--- src/rtl/led_matrix_scanner.sv ---
// led_matrix_scanner: renders the pong ball and both paddles onto a 16x16 single-colour LED
// matrix driven row by row. Each row is shifted out serially (column 15 first), latched, then
// displayed for HOLD_CYCLES cycles. Ball/paddle inputs are snapshotted once per frame so a frame
// never tears.
//
// Ports:
//   clk         system clock
//   reset       synchronous, active-high
//   ball_x/y    ball column / row (0 = left / top)
//   pad_l/pad_r top row of left (column 0) / right (column 15) paddle
//   col_data    serial column bit, stable across both halves of each bit
//   col_clk     shift clock, rising mid-bit
//   col_latch   1-cycle pulse transferring the shift register to the column drivers
//   row         row address currently displayed
//   blank       1 = all LEDs off
//   frame_sync  1-cycle pulse in the cycle the input snapshot is taken
module led_matrix_scanner #(
  parameter int unsigned PAD_LEN     = 3,
  parameter int unsigned HOLD_CYCLES = 16
) (
  input  logic       clk,
  input  logic       reset,
  input  logic [3:0] ball_x,
  input  logic [3:0] ball_y,
  input  logic [3:0] pad_l,
  input  logic [3:0] pad_r,
  output logic       col_data,
  output logic       col_clk,
  output logic       col_latch,
  output logic [3:0] row,
  output logic       blank,
  output logic       frame_sync
);

  // One counter serves SHIFT (0..31), LATCH (0..1) and HOLD (0..HOLD_CYCLES-1).
  localparam int unsigned CntW = (HOLD_CYCLES > 32) ? $clog2(HOLD_CYCLES) : 5;

  typedef enum logic [1:0] {StShift, StLatch, StHold} state_e;

  // state_q/cnt_q describe the cycle that begins at the next edge; outputs are registered
  // at that edge, so the output values always match the cycle's phase.
  state_e          state_q;
  logic [CntW-1:0] cnt_q;
  logic [3:0]      load_row_q;
  logic [3:0]      bx_q, by_q, lp_q, rp_q;

  // Row/column comparisons widened to 5 bits so paddles near the bottom clip instead of wrap.
  function automatic logic pixel(input logic [3:0] r, input logic [3:0] c,
                                 input logic [3:0] bx, input logic [3:0] by,
                                 input logic [3:0] lp, input logic [3:0] rp);
    logic [4:0] r5, lp_top, lp_bot, rp_top, rp_bot;
    r5     = {1'b0, r};
    lp_top = {1'b0, lp};
    rp_top = {1'b0, rp};
    lp_bot = lp_top + 5'(PAD_LEN - 1);
    rp_bot = rp_top + 5'(PAD_LEN - 1);
    pixel  = ((c == bx) && (r == by)) ||
             ((c == 4'd0) && (r5 >= lp_top) && (r5 <= lp_bot)) ||
             ((c == 4'd15) && (r5 >= rp_top) && (r5 <= rp_bot));
  endfunction

  logic       snap;
  logic [3:0] bx_e, by_e, lp_e, rp_e;
  logic [3:0] shift_col;

  always_comb begin
    snap      = (state_q == StShift) && (cnt_q == '0) && (load_row_q == 4'd0);
    // In the snapshot cycle the bit being output comes straight from the live inputs,
    // which are the values being captured at this same edge.
    bx_e      = snap ? ball_x : bx_q;
    by_e      = snap ? ball_y : by_q;
    lp_e      = snap ? pad_l  : lp_q;
    rp_e      = snap ? pad_r  : rp_q;
    shift_col = 4'd15 - cnt_q[4:1];
  end

  always_ff @(posedge clk) begin
    if (reset) begin
      state_q    <= StShift;
      cnt_q      <= '0;
      load_row_q <= 4'd0;
      bx_q       <= 4'd0;
      by_q       <= 4'd0;
      lp_q       <= 4'd0;
      rp_q       <= 4'd0;
      col_data   <= 1'b0;
      col_clk    <= 1'b0;
      col_latch  <= 1'b0;
      row        <= 4'd0;
      blank      <= 1'b1;
      frame_sync <= 1'b0;
    end else begin
      col_data   <= 1'b0;
      col_clk    <= 1'b0;
      col_latch  <= 1'b0;
      frame_sync <= 1'b0;
      unique case (state_q)
        StShift: begin
          if (snap) begin
            bx_q       <= ball_x;
            by_q       <= ball_y;
            lp_q       <= pad_l;
            rp_q       <= pad_r;
            frame_sync <= 1'b1;
          end
          // blank and row hold: the previous row stays lit while this one shifts.
          col_clk  <= cnt_q[0];
          col_data <= pixel(load_row_q, shift_col, bx_e, by_e, lp_e, rp_e);
          if (cnt_q == CntW'(31)) begin
            state_q <= StLatch;
            cnt_q   <= '0;
          end else begin
            cnt_q <= cnt_q + CntW'(1);
          end
        end
        StLatch: begin
          blank <= 1'b1;
          if (cnt_q == '0) begin
            col_latch <= 1'b1;
            cnt_q     <= CntW'(1);
          end else begin
            row     <= load_row_q;
            state_q <= StHold;
            cnt_q   <= '0;
          end
        end
        StHold: begin
          blank <= 1'b0;
          if (cnt_q == CntW'(HOLD_CYCLES - 1)) begin
            load_row_q <= load_row_q + 4'd1;
            state_q    <= StShift;
            cnt_q      <= '0;
          end else begin
            cnt_q <= cnt_q + CntW'(1);
          end
        end
        default: begin
          state_q <= StShift;
          cnt_q   <= '0;
        end
      endcase
    end
  end

endmodule
--- config.mk ---
export PLATFORM = sky130hd
export DESIGN_NAME = led_matrix_scanner
export DESIGN_NICKNAME = d
export VERILOG_FILES = /design/src/rtl/led_matrix_scanner.sv
export SDC_FILE = /design/constraint.sdc
export NUM_CORES = 1
export LEC_CHECK = 0
export ABC_AREA = 1
export CAP_MARGIN = 20
export CORE_MARGIN = 2
export CORE_UTILIZATION = 54
export CTS_CLUSTER_DIAMETER = 200
export DETAILED_ROUTE_END_ITERATION = 10
export PLACE_DENSITY = 0.87
export SETUP_SLACK_MARGIN = 0.5
export SLEW_MARGIN = 20
export SYNTH_ARGS = -nofsm -noshare
export SYNTH_HDL_FRONTEND = slang
export SYNTH_SLANG_ARGS = --single-unit
export TNS_END_PERCENT = 1
--- constraint.sdc ---
create_clock -name clk -period 3.1 [get_ports clk]
set_input_delay 0.93 -clock clk [delete_from_list [all_inputs] [get_ports clk]]
set_output_delay 0.93 -clock clk [all_outputs]
set_load 0.02 [all_outputs]
==> impl_metrics.toml, run 1 <==
[status]
outcome = "finished clean"

[synth]
synth-seq-cells = 36
netlist_area_mm2 = 0.00223
synthCells = 305
ys_seq_area_share_pct = 32.3
synth-async-reset-ratio_pct = 0
synth_edf_count = 0
yosys.cell_types.count = 25
ys.flop_type = "dfxtp_1"
avgSynthCellArea_um2 = 7.32
syn_nets = 346
ys.warnings.count = 0

[die]
std_cell_rows = 23
dieHeight_um = 68.3
core_region_area_mm2 = 0.00400
start_util_pct = 55.8
die_w_um = 68.3
io-pin-count = 27
dieArea_mm2 = 0.00467

[global_routing]
grt_max_degree = 22
grt.total_usage_pct = 26.8
grt_pass1_wl_mm = 9.20
grt_pass1_vias = 2096
antenna_found_initial = 1
overflow = 0

[critical_path]
reg2reg_slack_ns = 0.42
cp-startpoint = "pad_r[2]"
reg2reg_from = "cnt_q[1]"
cp-start-kind = "primary input"
criticalPathCategory = "in2reg"
required_ns = 3.33
cp_data_arrival_time_ns = 2.92
reg2regPathDepth = 19
endpoint = "col_data"
crit_fanout = 3
crit_path_end_kind = "flop"
reg2reg_to = "col_data"

[finish]
fin_nets = 410
drive_gt1_share_pct = 27.3
area_growth_pct = 38.1
utilization_pct = 77.1

[timing]
slew_headroom_pct = 78.3
finalCritPeriodShare_pct = 86.8
final_hold_viol_count = 0
setup_viol = 0
clock_skew_ns = 0.0103
timing.fmax_mhz = 372
rsz0062_at_grt = "yes"
fin_crit_ns = 2.69
slew_viol_final = 0
fin_tns_setup_ns = 0
max_slew.worst_pin.slew_ns = 0.325

[place]
dp_hpwl_mm = 3.55
place.gp.congestion = 0.892
portBuffers = 26

[clock_tree]
cts_htree_levels = 2
clk_path_buf_depth = 2
cts_made_buffers = 5
cts_tree = "built"
cts_root_buffer = "clkbuf_8"
clkLatencyLatePin_ns = 0.30
clk_pin_slew_ns = 0.08
cts_num_sinks = 36

[drt]
top_layer = "met4"
via_count = 2445
drc = 0
drtIter0Drc = 254
vias_per_cell = 5.81
wl_mm = 7.18
met2_length_mm = 3.30
wl_met3_um = 527
first_pass_iters = 5
post_drt_wl_per_cell_um = 17.0
met1_length_mm = 2.76
ant_nets = 0

[power]
power.density_mw_per_mm2 = 1250
p_leak_nw = 1.48
ir_worst_vdd_v = 0.000675

[min_path]
whs_path_depth = 2
min_path_type = "reg2reg"

[run]
cap_violations = 0
[metrics by stage]
step | hold slack, ns | setup slack [ns] | area (µm²) | total power, mW | std cells
2_1_floorplan | 0.456 | 0.586 | 2230 | 2.15 | 305
3_3_place_gp | 0.463 | 0.160 | 2540 | 2.39 | 380
3_5_place_dp | 0.467 | 0.120 | 2540 | 2.44 | 380
4_1_cts | 0.493 | 0.525 | 2780 | 3.14 | 399
5_1_grt | 0.515 | 0.290 | 3080 | 4.10 | 421
6_report | 0.489 | 0.410 | 3080 | 3.87 | 421
[flip-flops by register name (all words and copies together) (netlist names)]
name        cells
row             4
cnt_q           5
col_data        1
lp_q            4
by_q            4
col_clk         1
col_latch       1
bx_q            4
rp_q            4
blank           1
state_q         2
frame_sync      1
load_row_q      4
[synth_stat cells, types with 3 or more instances]
library cell  number  area share, %
a21oi_1           24            5.4
nand2_2           15            4.2
ha_1              23             13
nor2_1            33            5.5
xnor2_1            3            1.2
dfxtp_1           36             32
nor3_1             4           0.90
nand3_1           38            8.5
o21ai_0           15            3.4
inv_2              5           0.84
nand2_4            7            3.5
inv_1             33            5.5
nand2_1           53            8.9
[cell usage in the layout (no fill, tap or decap), types with 2 or more instances in the layout]
cell type,Yosys,routed
clkbuf_8,0,5
dfxtp_4,0,3
nand2_1,53,53
buf_12,1,3
nand2_2,15,13
o21ai_1,0,2
nor3_1,4,4
o21ai_2,0,2
ha_4,0,4
nand3_4,0,2
clkdlybuf4s50_1,0,24
buf_6,2,3
dfxtp_2,0,3
ha_1,23,19
nand3_1,38,33
nor2_8,2,2
buf_4,1,30
xnor2_1,3,3
o21bai_1,2,2
nand3_2,1,4
nand2_4,7,9
inv_1,33,24
inv_4,0,2
dfxtp_1,36,30
a21oi_1,24,23
o21ai_0,15,11
dlymetal6s2s_1,0,2
inv_2,5,12
nor2_1,33,33
[per-layer routing]
layer	vias to the layer above	GRT usage, %
li1	1114	-
met1	1121	31.6
met2	153	46.4
met3	57	5.26
met4	0	12.8
met5	-	0
[cells by family after synthesis]
| logic type | Yosys count | synth area share, % |
|---|---|---|
| fa+ha+maj | 23 | 12.9 |
| xor+xnor | 4 | 1.57 |
| simple gates | 155 | 34.5 |
| flops | 36 | 32.3 |
| buf+inv | 45 | 9.13 |
| compound gates | 42 | 9.69 |
[critical path, stage by stage]
cell	delay (ns)
clkdlybuf4s50_1	0.48
nand3_1	0.10
nand2_2	0.08
inv_1	0.06
o21ai_1	0.16
nand2_1	0.11
ha_4	0.24
a21oi_1	0.28
a21oi_2	0.10
nand2_1	0.08
nand3_1	0.07
nand2_1	0.07
nor2_1	0.04
nor2_1	0.11
[report_power, final]
group	total [mW]	switching, mW	internal, mW
clock network	0.418	0.179	0.239
logic	2.73	1.54	1.19
registers	0.720	0.104	0.616
total	3.87	1.82	2.05
[final cells by class]
cell class / instances / area, µm²
multi-input cells: 225 / 1440
fillers: 254 / 916
flip-flops and latches: 36 / 736
repair buffers: 62 / 584
inverters: 39 / 151
clock buffers: 6 / 72.6
well taps: 50 / 62.6
clock inverters: 2 / 35.0
diodes: 1 / 2.50
[worst min path at each step]
| stage | start | slack (ns) | endpoint |
|---|---|---|---|
| final | blank | 0.49 | blank |
| after global routing | by_q[2] | 0.52 | by_q[2] |
| after CTS | by_q[3] | 0.49 | by_q[3] |
| after detailed placement | blank | 0.47 | blank |
| after global placement | blank | 0.46 | blank |
| after floorplan | by_q[3] | 0.46 | by_q[3] |
[repair_timing]
| item | CTS | global route |
|---|---|---|
| pin swaps | 4 | 25 |
| cloned | 0 | 1 |
| buffers inserted | 11 | 20 |
| endpoints found under the hold margin | 0 | 0 |
| hold buffers | 0 | 0 |
| endpoints found under the setup margin | 1 | 1 |
| gates resized for setup | 8 | 41 |
Power figures use the tool's default switching activity.
==> run 2: changes to the inputs <==
--- a/config.mk
+++ b/config.mk
@@ -6,7 +6,7 @@
 export NUM_CORES = 1
 export LEC_CHECK = 0
 export ABC_AREA = 1
-export CAP_MARGIN = 20
+export CAP_MARGIN = 30
 export CORE_MARGIN = 2
 export CORE_UTILIZATION = 54
 export CTS_CLUSTER_DIAMETER = 200
==> constraint.sdc (replaced) <==
create_clock -name clk -period 3.3 [get_ports clk]
set_input_delay 0.99 -clock clk [delete_from_list [all_inputs] [get_ports clk]]
set_output_delay 0.99 -clock clk [all_outputs]
set_load 0.02 [all_outputs]
==> run 2 against run 1 <==
Compared with the run above: cell count decreased by 4.8%; power is 18% lower; non-clock buffer count shrank 20; sequential power is 8.9% lower; register-to-register slack better by 0.20 ns.
==> impl_metrics.toml, run 2 (synthesized netlist as in run 1, its figures left out) <==
[clock_tree]
cts_made_buffers = 5
cts_root_buffer = "clkbuf_8"
clkLatencyLatePin_ns = 0.30
clk_pin_slew_ns = 0.08
clk_path_buf_depth = 2
cts_htree_levels = 2
cts_tree = "built"
cts_num_sinks = 36
postCtsHoldBufs = 0

[critical_path]
max_stage_delay_ns = 0.45
crit_top_cell = "nand2_1"
reg2reg_from = "cnt_q[1]"
cp-startpoint = "pad_l[1]"
cp-start-kind = "primary input"
reg2reg_to = "col_data"
criticalPathCategory = "in2reg"
required_ns = 3.50
reg2regPathDepth = 21
endpoint = "col_data"
crit_path_end_kind = "flop"
cp_cell_sequence = "clkdlybuf4s50_1 > nand3_1 > nand2_2 > inv_2 > o21ai_1 > nand2_1 > ha_4 > nand2_1 > o21bai_4 > a21oi_2 > nand2_1 > nand3_1 > nand2_1 > nor2_1 > nor2_1"
reg2reg_slack_ns = 0.62
crit_fanout = 4
slowest_stage = "clkdlybuf4s50_1"
cp_data_arrival_time_ns = 2.90

[finish]
fin_nets = 391
fill_cells = 316
layout_common_cells = "53 x nand2_1, 37 x nand3_1, 33 x nor2_1, 31 x dfxtp_1, 30 x inv_1"
multiInputGateArea_mm2 = 0.00140
diodes = 0
drive_gt1_share_pct = 19.7
area_growth_pct = 28.2
ff_latch_area_um2 = 727
utilization_pct = 71.6
final_common_cell = "nand2_1"
regMostFlops = "cnt_q"
largest_reg_flops = 5

[timing]
setup_viol = 0
max_slew.worst_pin.slew_ns = 0.259
finalCritPeriodShare_pct = 81.9
timing.fmax_mhz = 370
slew_viol_final = 0
slew_headroom_pct = 82.6
fin_tns_setup_ns = 0
finalHoldWorstSlack_ns = 0.490
fin_crit_ns = 2.70
rsz0062_at_grt = "no"
clock_skew_ns = 0.00586
finalWorstSetupSlack_ns = 0.598
final_hold_viol_count = 0

[global_routing]
antenna_found_initial = 0
met2_usage_pct = 39.1
grt_max_degree = 21
busiest_layer = "met2"
grt_util_met3_pct = 4.93
grt_pass1_wl_mm = 8.14
grt.total_usage_pct = 23.4
grt_pass1_vias = 1860
grtUsageMet1_pct = 29.8
overflow = 0

[drt]
drtIter0Drc = 202
vias_per_cell = 5.35
wl_mm = 5.60
ant_nets = 0
via_count = 2144
post_drt_wl_per_cell_um = 14.0
first_pass_iters = 4
drc = 0

[power]
ir_worst_vdd_v = 0.000445
power.density_mw_per_mm2 = 1100
p_leak_nw = 1.35

[die]
std_cell_rows = 23
dieHeight_um = 68.3
die_w_um = 68.3
start_util_pct = 55.8
core_region_area_mm2 = 0.00400
io-pin-count = 27
dieArea_mm2 = 0.00467

[place]
dp_hpwl_mm = 3.48
place.gp.congestion = 0.879
portBuffers = 26
dpl_worst_slack_ns = 0.273

[status]
outcome = "finished clean"

[min_path]
min_path_type = "reg2reg"

[run]
cap_violations = 0
-- run 2: worst min path at each step --
stage	slack [ns]	cells after the start	to	start
5_1_grt	0.52	2	bx_q[2]	bx_q[2]
2_1_floorplan	0.46	2	by_q[3]	by_q[3]
4_1_cts	0.49	2	by_q[3]	by_q[3]
3_3_place_gp	0.46	2	blank	blank
6_report	0.49	2	blank	blank
3_5_place_dp	0.47	2	blank	blank
-- run 2: metrics by stage --
step                      power, mW  cells  area (µm²)
after CTS                      2.69    387        2650
after floorplan                2.02    305        2230
final                          3.16    401        2860
after detailed placement       2.28    379        2530
after global placement         2.23    379        2530
after global routing           3.39    401        2860
-- run 2: layout make-up --
cell class | instances | share of cell area (%)
clock buffer | 6 | 2.53
clock inverter | 2 | 1.22
inverter | 39 | 5.11
multi-input combinational | 226 | 49.0
sequential | 36 | 25.4
tap | 50 | 2.18
timing repair buffer | 42 | 14.6
-- run 2: worst max-delay path: cells and delay by family --
kind	cells	cell delay, ns
compound gates	3	0.42
fa+ha+maj	1	0.28
buf+inv	2	0.51
simple gates	9	0.71
-- run 2: power breakdown --
group | internal, mW | switching, mW
clock network | 0.224 | 0.164
registers | 0.574 | 0.0817
logic | 0.884 | 1.23
total | 1.68 | 1.48
-- run 2: per-layer routing --
metal  vias up  routed length (µm)  part of all wire, %
li1       1079                   -                    -
met1       991                2420                   43
met2        64                2750                   49
met3        10                 313                  5.6
met4         0                 112                  2.0
met5         -                   0                    0
-- run 2: timing repair --
action	in CTS	in global routing
setup buffers	0	12
pin swaps	1	8
gates resized for setup	1	17
gates cloned	0	2
endpoints found under the setup margin	1	1
==> run 3: changes to the inputs <==
--- a/config.mk
+++ b/config.mk
@@ -8,10 +8,10 @@
 export ABC_AREA = 1
 export CAP_MARGIN = 30
 export CORE_MARGIN = 2
-export CORE_UTILIZATION = 54
+export CORE_UTILIZATION = 50
 export CTS_CLUSTER_DIAMETER = 200
 export DETAILED_ROUTE_END_ITERATION = 10
-export PLACE_DENSITY = 0.87
+export PLACE_DENSITY = 0.85
 export SETUP_SLACK_MARGIN = 0.5
 export SLEW_MARGIN = 20
 export SYNTH_ARGS = -nofsm -noshare
==> constraint.sdc (replaced) <==
create_clock -name clk -period 2.4 [get_ports clk]
set_input_delay 0.72 -clock clk [delete_from_list [all_inputs] [get_ports clk]]
set_output_delay 0.72 -clock clk [all_outputs]
set_load 0.02 [all_outputs]
==> run 3 against run 2 <==
Compared with the run above: the run now ends with setup timing left; flip-flop and latch count stayed put; first-iteration DRC count is 35% higher; clock-buffer cell count is 1 higher; global-route usage is 1.7 points higher; critical path type is now reg2reg; largest cell class unchanged.
==> impl_metrics.toml, run 3 (synthesized netlist as in run 1, its figures left out) <==
[timing]
fin_tns_setup_ns = -0.197
slew_viol_final = 0
finalHoldWorstSlack_ns = 0.480
max_slew.worst_pin.slew_ns = 0.340
rsz0062_at_grt = "yes"
finalCritPeriodShare_pct = 108
fin_crit_ns = 2.60
timing.fmax_mhz = 385
setup_viol = 1
clock_skew_ns = 0.0105
slew_headroom_pct = 77.1
final_hold_viol_count = 0
finalWorstSetupSlack_ns = -0.197

[finish]
layout_common_cells = "51 x nand2_1, 41 x buf_4, 35 x nand3_1, 31 x nor2_1, 29 x dfxtp_1"
area_growth_pct = 45.5
largest_reg_flops = 5
ff_latch_area_um2 = 732
fill_cells = 284
multiInputGateArea_mm2 = 0.00151
diodes = 0
final-instance-count-excl-fill = 436
regMostFlops = "cnt_q"
drive_gt1_share_pct = 31.5
fin_nets = 424
utilization_pct = 75.1
final_common_cell = "nand2_1"
stdcell_area_mm2 = 0.00325

[place]
portBuffers = 26
place_area_mm2 = 0.00282
dp_hpwl_mm = 3.98
place.gp.congestion = 0.844
dpl_worst_slack_ns = -0.294
post-place-cells = 409

[power]
total_power_mw = 5.16
p_leak_nw = 1.69
power.density_mw_per_mm2 = 1590
ir_worst_vdd_v = 0.000929

[run]
cap_violations = 0

[die]
core_region_area_mm2 = 0.00432
io-pin-count = 27
dieArea_mm2 = 0.00502
dieHeight_um = 70.8
start_util_pct = 51.6
die_w_um = 70.8
std_cell_rows = 24

[min_path]
holdCritStartpoint = "blank"
min_path_type = "reg2reg"

[critical_path]
reg2reg_slack_ns = -0.20
reg2regPathDepth = 18
crit_fanout = 5
crit_path_end_kind = "flop"
cp_data_arrival_time_ns = 2.79
cp-start-kind = "flop"
cp-startpoint = "cnt_q[0]"
reg2reg_to = "col_data"
reg2reg_from = "cnt_q[0]"
required_ns = 2.59
endpoint = "col_data"
criticalPathCategory = "reg2reg"

[drt]
first_pass_iters = 6
via_count = 2547
ant_nets = 0
wl_mm = 7.62
drc = 0
vias_per_cell = 5.84
post_drt_wl_per_cell_um = 17.5
drtIter0Drc = 273

[clock_tree]
clkLatencyLatePin_ns = 0.30
clk_pin_slew_ns = 0.08
cts_root_buffer = "clkbuf_8"
cts_tree = "built"
cts_num_sinks = 36
clk_path_buf_depth = 2
cts_htree_levels = 2
cts_made_buffers = 5

[global_routing]
grt.total_usage_pct = 25.1
grt_pass1_vias = 2196
antenna_found_initial = 0
overflow = 0
grt_pass1_wl_mm = 9.89
grt_max_degree = 18

[status]
violations = "setup timing"
outcome = "complete, but fails checks"
[run 3: cell types whose count changed in the layout (fill, tap and decap cells not counted), sizes merged]
cell | previous run | this run
buf | 16 | 50
bufinv | 1 | 0
clkbuf | 6 | 7
clkdlybuf4s50 | 26 | 16
clkinv | 2 | 1
clkinvlp | 0 | 1
dlymetal6s2s | 0 | 10
nor2 | 36 | 35
[run 3: layout make-up]
| class | count | area share [%] |
|---|---|---|
| multi-input combinational | 225 | 46.4 |
| sequential | 36 | 22.5 |
| timing repair buffer | 76 | 21.6 |
| inverter | 39 | 4.58 |
| clock buffer | 7 | 2.66 |
| tap | 52 | 2.00 |
| clock inverter | 1 | 0.231 |
[run 3: power breakdown]
part,switching (mW),internal (mW)
clock network,0.247,0.234
registers,0.105,0.791
logic,2.16,1.63
[run 3: how the worst min path moves through the flow]
stage / to / cells past startpoint
6_report: blank / 2
5_1_grt: bx_q[2] / 2
4_1_cts: by_q[3] / 2
3_5_place_dp: blank / 2
3_3_place_gp: blank / 2
2_1_floorplan: by_q[3] / 2
[run 3: layer usage]
metal | vias up | track usage (%) | wire, µm
met1 | 1159 | 29.8 | 2810
met4 | 0 | 10.3 | 534
met2 | 180 | 43.4 | 3620
met3 | 64 | 5.98 | 650
met5 | - | 0 | 0
li1 | 1144 | - | -
[run 3: what timing repair did]
action / CTS / global route
cloned: 1 / 0
gates resized for setup: 12 / 30
hold buffers: 0 / 0
hold endpoints to repair: 0 / 0
endpoints found under the setup margin: 10 / 13
setup buffers: 9 / 9
pin swaps: 14 / 16
[run 3: worst max-delay path: stages (launching register included)]
cell and delay, ns:
dfxtp_2 0.35, inv_2 0.06, ha_4 0.16, nand2_4 0.09
nor2_8 0.05, buf_12 0.13, nand2_8 0.10, inv_1 0.07
nor2_1 0.14, nor2_1 0.08, ha_1 0.32, o21ai_2 0.25
nand3_1 0.11, nand3_1 0.17, nand3_1 0.12, nand3_1 0.10
nand2_1 0.05, nor2_1 0.09, nor2_1 0.05
